===== config.mk =====
export PLATFORM = sky130hd
export DESIGN_NAME = amp_meter
export DESIGN_NICKNAME = d
export VERILOG_FILES = /design/src/rtl/dsp_pkg.sv /design/src/rtl/fs_edge_sync.sv /design/src/rtl/amp_meter.sv
export SDC_FILE = /design/constraint.sdc
export NUM_CORES = 1
export LEC_CHECK = 0
export CORE_UTILIZATION = 38
export CTS_BUF_LIST = sky130_fd_sc_hd__clkbuf_16
export DETAILED_ROUTE_END_ITERATION = 16
export PLACE_DENSITY_LB_ADDON = 0.12
export SETUP_SLACK_MARGIN = 0.3
export SLEW_MARGIN = 10
export SYNTH_ARGS = -nofsm -noshare
export SYNTH_HDL_FRONTEND = slang
export SYNTH_SLANG_ARGS = --single-unit

===== constraint.sdc =====
create_clock -name clk -period 3.1 [get_ports clk]
set_clock_uncertainty 0.15 [all_clocks]
set_input_delay 0.62 -clock clk [delete_from_list [all_inputs] [get_ports clk]]
set_output_delay 0.62 -clock clk [all_outputs]
set_load 0.005 [all_outputs]

===== src/rtl/dsp_pkg.sv =====
// Shared DSP definitions: data width, meter FSM states, result payload and saturating abs.
package dsp_pkg;

    localparam int unsigned DATA_W = 12;
    localparam int unsigned ABS_W  = DATA_W - 1;

    typedef enum logic [1:0] {
        ST_IDLE  = 2'd0,
        ST_ACC   = 2'd1,
        ST_LATCH = 2'd2
    } meter_state_e;

    typedef struct packed {
        logic [DATA_W-1:0] peak;
        logic [DATA_W-1:0] mav;
        logic              clip;
    } amp_result_t;

    // |x| as an unsigned ABS_W value; the most negative input saturates to full scale.
    function automatic logic [ABS_W-1:0] sat_abs(input logic signed [DATA_W-1:0] x);
        logic [DATA_W-1:0] w_neg;
        w_neg = DATA_W'(-x);
        if (x == {1'b1, {ABS_W{1'b0}}}) begin
            return {ABS_W{1'b1}};
        end else if (x[DATA_W-1]) begin
            return w_neg[ABS_W-1:0];
        end else begin
            return x[ABS_W-1:0];
        end
    endfunction

endpackage


===== src/rtl/fs_edge_sync.sv =====
// Two-flop synchronizer for an asynchronous sample clock plus a registered
// rising-edge detector that emits a one-cycle strobe.
module fs_edge_sync (
    input  logic clk,
    input  logic rst_n,
    input  logic i_async,
    output logic o_strobe
);

    logic r_meta;
    logic r_sync;
    logic r_sync_d;
    logic r_strobe;

    always_ff @(posedge clk or negedge rst_n) begin
        if (!rst_n) begin
            r_meta   <= 1'b0;
            r_sync   <= 1'b0;
            r_sync_d <= 1'b0;
            r_strobe <= 1'b0;
        end else begin
            r_meta   <= i_async;
            r_sync   <= r_meta;
            r_sync_d <= r_sync;
            r_strobe <= r_sync & ~r_sync_d;
        end
    end

    assign o_strobe = r_strobe;

endmodule


===== src/rtl/amp_meter.sv =====
// Windowed peak / mean-absolute amplitude meter for the FIR_HPF output.
// Optional clip detection is built when AMP_METER_CLIP_EN is defined.
module amp_meter
    import dsp_pkg::*;
#(
    parameter int unsigned       LOG2_N  = 8,
    parameter logic [DATA_W-1:0] CLIP_TH = 12'd2000
) (
    input  logic                     clk,
    input  logic                     rst,
    input  logic                     f_s,
    input  logic signed [DATA_W-1:0] din,
    input  logic                     clr,
    output logic        [DATA_W-1:0] peak,
    output logic        [DATA_W-1:0] mav,
    output logic                     valid,
    output logic                     clip
);

    localparam int unsigned      ACC_W    = ABS_W + LOG2_N;
    localparam int unsigned      CNT_W    = LOG2_N;
    localparam logic [CNT_W-1:0] CNT_LAST = {CNT_W{1'b1}};

    logic              w_strobe;
    logic [ABS_W-1:0]  w_abs;
    meter_state_e      r_state;
    meter_state_e      w_state_nxt;
    logic              w_clear;
    logic              w_acc_en;
    logic              w_latch;
    logic              w_clip_win;
    logic [ACC_W-1:0]  r_acc;
    logic [ABS_W-1:0]  r_pk;
    logic [CNT_W-1:0]  r_cnt;
    amp_result_t       r_res;
    logic              r_valid;

    fs_edge_sync u_fs_sync (
        .clk      (clk),
        .rst_n    (rst),
        .i_async  (f_s),
        .o_strobe (w_strobe)
    );

    assign w_abs = sat_abs(din);

    always_ff @(posedge clk or negedge rst) begin
        if (!rst) begin
            r_state <= ST_IDLE;
        end else begin
            r_state <= w_state_nxt;
        end
    end

    always_comb begin
        w_state_nxt = r_state;
        if (clr) begin
            w_state_nxt = ST_ACC;
        end else begin
            case (r_state)
                ST_IDLE:  if (w_strobe) w_state_nxt = ST_ACC;
                ST_ACC:   if (w_strobe && (r_cnt == CNT_LAST)) w_state_nxt = ST_LATCH;
                ST_LATCH: w_state_nxt = ST_ACC;
                default:  w_state_nxt = ST_IDLE;
            endcase
        end
    end

    // clr takes priority over both accumulation and latching.
    always_comb begin
        w_clear  = 1'b0;
        w_acc_en = 1'b0;
        w_latch  = 1'b0;
        if (clr) begin
            w_clear = 1'b1;
        end else begin
            case (r_state)
                ST_IDLE:  w_acc_en = w_strobe;
                ST_ACC:   w_acc_en = w_strobe;
                ST_LATCH: begin
                    w_latch  = 1'b1;
                    w_acc_en = w_strobe;
                end
                default:  w_acc_en = 1'b0;
            endcase
        end
    end

    // A strobe during LATCH seeds the next window instead of being lost.
    always_ff @(posedge clk or negedge rst) begin
        if (!rst) begin
            r_acc <= '0;
            r_pk  <= '0;
            r_cnt <= '0;
        end else if (w_clear) begin
            r_acc <= '0;
            r_pk  <= '0;
            r_cnt <= '0;
        end else if (w_latch) begin
            r_acc <= w_acc_en ? ACC_W'(w_abs) : '0;
            r_pk  <= w_acc_en ? w_abs : '0;
            r_cnt <= w_acc_en ? CNT_W'(1) : '0;
        end else if (w_acc_en) begin
            r_acc <= r_acc + ACC_W'(w_abs);
            r_pk  <= (w_abs > r_pk) ? w_abs : r_pk;
            r_cnt <= r_cnt + CNT_W'(1);
        end
    end

`ifdef AMP_METER_CLIP_EN
    logic r_clip_acc;
    logic w_over;

    assign w_over = (DATA_W'(w_abs) >= CLIP_TH);

    always_ff @(posedge clk or negedge rst) begin
        if (!rst) begin
            r_clip_acc <= 1'b0;
        end else if (w_clear) begin
            r_clip_acc <= 1'b0;
        end else if (w_latch) begin
            r_clip_acc <= w_acc_en & w_over;
        end else if (w_acc_en) begin
            r_clip_acc <= r_clip_acc | w_over;
        end
    end

    assign w_clip_win = r_clip_acc;
    assign clip       = r_res.clip;
`else
    logic w_unused_clip;

    assign w_clip_win    = 1'b0;
    assign clip          = 1'b0;
    assign w_unused_clip = ^{CLIP_TH, r_res.clip};
`endif

    always_ff @(posedge clk or negedge rst) begin
        if (!rst) begin
            r_res   <= '0;
            r_valid <= 1'b0;
        end else begin
            r_valid <= w_latch;
            if (w_latch) begin
                r_res.peak <= DATA_W'(r_pk);
                r_res.mav  <= DATA_W'(r_acc >> LOG2_N);
                r_res.clip <= w_clip_win;
            end
        end
    end

    assign peak  = r_res.peak;
    assign mav   = r_res.mav;
    assign valid = r_valid;

endmodule

Word level (Yosys, flattened, before mapping)
Index checks and enable logic that the tools add are counted.
{ "word_totals": {"in_bits": 16, "output_inout_bits": 26, "ff_bits": 67, "wordCells": 54} }
{ "op_classes": {"addsub": 3, "magnitude_cmp": 1, "eq_ne": 6, "bitwise": 2, "n_reduce_logical": 7, "mux": 24} }
{ "op_table": {"columns": ["cell", "n"], "rows": [
  ["2-to-1 mux 11 bit", 8],
  ["2-to-1 mux 19 bit", 3],
  ["2-to-1 mux 8 bit", 3],
  ["adder 19 x 11 -> 19 bit", 1],
  ["== test 12 bit (second input constant)", 1],
  ["> comparator 11 bit", 1],
  ["negator 11 bit", 1],
  ["adder 8 x 1 -> 8 bit (second input constant)", 1],
  ["== test 8 bit (second input constant)", 1],
  ["2-to-1 mux 1 bit", 6],
  ["2-to-1 mux 2 bit", 3],
  ["one-hot mux 2 bit (3 select lines)", 1],
  ["nonzero test 3 bit", 2],
  ["AND reduction 2 bit", 2],
  ["inequality test 3 x 2 -> 1 bit (second input constant)", 1],
  ["inequality test 3 bit (second input constant)", 1],
  ["OR reduction 3 bit", 1],
  ["== test 2 x 1 -> 1 bit (second input constant)", 1],
  ["== test 2 bit (second input constant)", 1],
  ["zero test 2 bit", 1],
  ["AND 1 bit", 1],
  ["logical AND 1 bit", 1],
  ["NOT 1 bit", 1]
]} }

Longest topological paths before layout
{ "logic_depth": {"ltp_word": 8, "ltp_mapped": 14, "depth_no_buf": 14} }

Hierarchy
A second synthesis with hierarchy kept.
{ "unflattened": {"cells_unflattened": 405, "hier_area_um2": 3992.6} }
{ "by_module_without_submodules": {"columns": ["mod", "n_inst", "area_each_um2", "seq_area_each_um2", "cells_each"], "rows": [
  ["amp_meter", 1, 3878.7, 1576.5, 400],
  ["fs_edge_sync", 1, 113.9, 100.1, 5]
]} }

Least setup slack after synthesis
Ideal clock, no wire load.
{ "synth_timing": {"kind": "input -> register", "startpoint": "in din[0]", "endpoint": "reg r_acc[12]", "setup_ps": 132, "t_required_ps": 2818, "arrival_time_ps": 3093, "n_path_buf": 0, "path_slack_ps": -275, "stages": 14, "cell_sequence": "inv_1 ha_1 nor4b_4 nand3_1 nand2_1 ha_1 inv_1 fa_1 nand2b_1 a21oi_1 o21ai_0 a211oi_1 xnor2_1 nor2_1"} }
{ "synth_via": {"elab_chain_cells": 7, "word_cells_on_any_way": 8, "classes_between": "add/sub: 2; eq/ne: 1; mux: 5"} }
{ "synth_lines": {"columns": ["item", "line", "rtl"], "rows": [
  ["from (decl)", "amp_meter.sv:12", "input logic signed [DATA_W-1:0] din,"],
  ["negator 11 bit", "dsp_pkg.sv:22", "w_neg = DATA_W'(-x);"],
  ["2-to-1 mux 11 bit", "dsp_pkg.sv:25", "end else if (x[DATA_W-1]) begin"],
  ["2-to-1 mux 11 bit *", "dsp_pkg.sv:23", "if (x == {1'b1, {ABS_W{1'b0}}}) begin"],
  ["adder 19 x 11 -> 19 bit *", "amp_meter.sv:104", "r_acc <= r_acc + ACC_W'(w_abs);"],
  ["2-to-1 mux 19 bit *", "amp_meter.sv:103", "end else if (w_acc_en) begin"],
  ["2-to-1 mux 19 bit *", "amp_meter.sv:99", "end else if (w_latch) begin"],
  ["2-to-1 mux 19 bit *", "amp_meter.sv:95", "end else if (w_clear) begin"],
  ["to (signal assigned)", "amp_meter.sv:100", "r_acc <= w_acc_en ? ACC_W'(w_abs) : '0;"],
  ["to (signal assigned)", "amp_meter.sv:104", null],
  ["to (decl)", "amp_meter.sv:32", "logic [ACC_W-1:0] r_acc;"]
]} }
Every way passes the cells marked *; elsewhere a longest branch is shown, timed or not. The select of a mux whose other input is x is not followed.
A chain may end at the register's enable or synchronous reset.

Worst setup path in the final report
{ "layout_timing": {"startpoint": "in din[0]", "endpoint": "reg r_pk[10]"} }
{ "layout_via": {"elab_chain_cells": 7, "word_cells_on_any_way": 12, "classes_between": "add/sub: 1; order compare: 1; eq/ne: 1; mux: 7; reduce/logical: 2"} }
{ "layout_lines": {"columns": ["item", "line", "rtl"], "rows": [
  ["negator 11 bit", "dsp_pkg.sv:22", null],
  ["2-to-1 mux 11 bit", "dsp_pkg.sv:25", null],
  ["2-to-1 mux 11 bit *", "dsp_pkg.sv:23", null],
  ["parallel branches: the longest is 4 deep, another holds > comparator 11 bit", null, null],
  ["to (signal assigned)", "amp_meter.sv:101", "r_pk <= w_acc_en ? w_abs : '0;"],
  ["to (signal assigned)", "amp_meter.sv:105", "r_pk <= (w_abs > r_pk) ? w_abs : r_pk;"],
  ["to (decl)", "amp_meter.sv:33", "logic [ABS_W-1:0] r_pk;"]
]} }
Every way passes the cells marked *. The select of a mux whose other input is x is not followed.

==> results by group <==
Worst setup path
  – Startpoint types: input pin
  – CP Depth: 15
  – Crit. End Element: flop
  – Buf/Inv on CP: 5
  – CP Max Fanout: 7
  – CP required: 3.16 ns
  – Worst r2r dst: r_acc[8]
  – Critical path's top delay family: compound AO/OA/AOI/OAI gates
  – Reg-to-Reg Start: r_state[0]
  – CP max stage cell: o311a_4
  – Setup CP Type: input pin to flop
  – R2R setup slack: 0.81 ns
  – CP arrival: 3.03 ns
  – Reg2Reg Depth: 4
  – Largest stage delay on the critical path: 0.34 ns
  – Worst setup path startpoint: din[0]
  – Crit path capture: r_pk[10]
  – CP Cell Sequence: buf_8, inv_8, ha_4, nor4b_4, buf_4, nand2_2, o311a_4, nor2_4, ha_4, nand4_1, buf_4, o211ai_4, buf_6, a21oi_2, a41o_1

Final layout
  – Nets: 568
  – Util after Layout: 59.0%
  – Share of layout cells above drive strength 1: 42.4%
  – Filler instances: 878
  – Antenna diode count: 0
  – Synth-to-layout area growth: 51.6%

Yosys
  – Most common cell in the netlist: dfrtp_1
  – Cells after Synth: 398
  – Post-synth top cells: 67 x dfrtp_1, 33 x nor2_1, 31 x a21oi_1, 31 x nand2_1, 28 x ha_1
  – Synth warn: 0
  – Synth Cell Area: 4000 um^2
  – Synth cell types: 61
  – Async S/R FF share, synth: 100%
  – Syn Area/Cell: 10.1 um^2
  – Main synth FF type: dfrtp_1
  – Yosys reg bits: 67
  – Share of the synthesized area in the top cell type: 41.9%
  – Post-synth EDFFs: 0
  – Register area share after synthesis: 41.9%
  – Top cell type by total area after synthesis: dfrtp_1
  – Dominant cells by area after synthesis: dfrtp_1 42%, ha_1 8.8%, mux2_2 7.0%

Drt
  – Detail Route Antenna Nets: 0
  – Vias per inst: 5.29
  – # DRC: 0
  – Total Wirelength: 10.9 mm
  – Iter 0 DRT Violations: 124
  – Wirelength per Cell: 16.5 um
  – Detailed-route via count: 3513
  – DR pass1 iterations: 4

Placed design
  – Port bufs: 38
  – HPWL after detailed placement: 7.70 mm
  – DP Worst Slack: -0.807 ns
  – RePlAce Congestion: 0.810

STA
  – Slew Limit Fails: 0
  – Slew headroom: 21.9%
  – Final Setup Violations: 0
  – Final Hold Viols: 0
  – Period Utilization, post-route: 95.9%
  – Final worst slack: 0.128 ns
  – Unrepaired setup endpoints after global routing: true
  – Worst slew pin tran: 1.16 ns
  – Tmin final: 2.97 ns
  – FMAX: 336 MHz

Power
  – Net Sw Frac: 31.1%
  – Peak VDD IR: 0.264 mV
  – Comb power frac: 30.3%
  – Pint: 1870 uW
  – Sw Pwr: 843 uW
  – P per Cell Area: 447 nW/um^2
  – Flop pwr share: 35.6%
  – Pleak: 0.00272 uW
  – Clock power frac: 34.1%

CTS
  – CTS root buffer: clkbuf_16
  – Clock Latency Late Sink: 0.33 ns
  – CTS buffer count: 9
  – Clk buf depth: 2
  – CTS Hold Buffers Added: 0
  – Sink Count: 67
  – Clock Pin Slew Worst Setup and Hold Paths: 0.06 ns
  – H-Tree Depth: 3
  – CTS tree: yes

Floorplanning
  – Initial Utilization: 38.9%
  – Die Wd: 105 um
  – Die height: 105 um
  – Die ar.: 10900 um^2
  – Core ar.: 10300 um^2
  – FP Rows: 37
  – I/O pin cnt: 42

Flow run
  – Maxcap violations: 0

Outcome
  – Status: finished, final reports clean

Worst hold path
  – Hold Path Class: input pin to asynchronous set/reset pin

GRT
  – Gr ovfl total: 0
  – Vias in the first global route: 3497
  – Antenna violations before repair: 0
  – Largest net degree at the start of global routing: 43
  – Total GRT Usage: 20.5%
  – First-pass GRT wire length: 17.7 mm
## layout make-up
| type | count | area [um^2] | area share (%) |
|---|---|---|---|
| multi-input combinational | 299 | 2750 | 45.3 |
| sequential | 67 | 1680 | 27.6 |
| timing repair buffer | 125 | 1100 | 18.2 |
| clock buffer | 9 | 225 | 3.71 |
| tap | 136 | 170 | 2.81 |
| inverter | 21 | 98.8 | 1.63 |
| clock inverter | 7 | 45.0 | 0.743 |
## worst min-delay path by stage
stage / startpoint / to / slack [ns] / depth (start not counted)
2_1_floorplan: rst / mav[0] / 0.17 / 0
5_1_grt: rst / r_pk[3] / 0.21 / 1
6_report: rst / peak[5] / 0.16 / 1
4_1_cts: rst / peak[5] / 0.18 / 1
3_5_place_dp: u_fs_sync.r_meta / u_fs_sync.r_sync / 0.19 / 0
3_3_place_gp: u_fs_sync.r_meta / u_fs_sync.r_sync / 0.19 / 0
## metrics by stage
stage	setup TNS (ns)	instances	power, uW	hold slack (ns)	instance area [um^2]
2_1_floorplan	0	400	1350	0.174	4200
3_5_place_dp	-19.73	630	1620	0.188	5200
3_3_place_gp	-18.53	630	1610	0.195	5200
5_1_grt	0	664	2850	0.208	6070
4_1_cts	0	659	2680	0.177	5920
6_report	0	664	2710	0.159	6070
## per-layer routing
| metal | vias up | routed length, um | track usage [%] |
|---|---|---|---|
| met5 | - | 0 | 0 |
| met4 | 0 | 197 | 6.84 |
| met3 | 18 | 374 | 3.43 |
| met2 | 87 | 5320 | 33.5 |
| met1 | 1707 | 5050 | 27.6 |
| li1 | 1701 | - | - |
## logic make-up after synthesis
logic type / after synthesis / synth area share [%]
AND/OR/NAND/NOR: 113 / 14.2
AO/OA/AOI/OAI: 106 / 18.5
flip-flops: 67 / 41.9
buffers and inverters: 34 / 3.81
multiplexers: 31 / 8.54
adder cells (fa/ha/maj): 29 / 9.26
XOR/XNOR: 17 / 3.72
other: 1 / 0.0937
## sequential cells by signal (all words and copies together) (netlist names)
name	count
r_acc	19
u_fs_sync.r_sync	1
mav	11
r_cnt	8
r_pk	11
u_fs_sync.r_meta	1
peak	11
u_fs_sync.o_strobe	1
r_state	2
u_fs_sync.r_sync_d	1
valid	1
## placed cells by master (no fill, tap or decap), drive strengths merged, types with 4 or more instances in the layout
cell type,count
xor2,7
a211oi,5
ha,28
a22oi,5
mux2i,6
inv,21
a41o,7
xnor2,10
buf,93
nor3,4
nand4,7
clkbuf,9
a21oi,31
o21ai,26
nor2,34
nand2b,7
o211ai,4
nand2,33
clkinv,4
nand3,9
a21o,5
mux2,25
clkdlybuf4s50,25
nor2b,4
nor4b,4
dfrtp,67
## power groups by stage
stage	Combinational (uW)	Sequential, uW	Clock (uW)
floorplan	389	958	0
global placement	635	971	0
detailed placement	643	973	0
CTS	761	963	956
global route	896	972	985
finish	822	965	924
## what timing repair did
item / CTS / global route
gates resized for setup: 102 / 22
setup buffers: 11 / 5
cloned: 2 / 0
endpoints found under the setup margin: 29 / 26
pin swaps: 53 / 28
No activity file was read; power rests on OpenSTA's default activity.
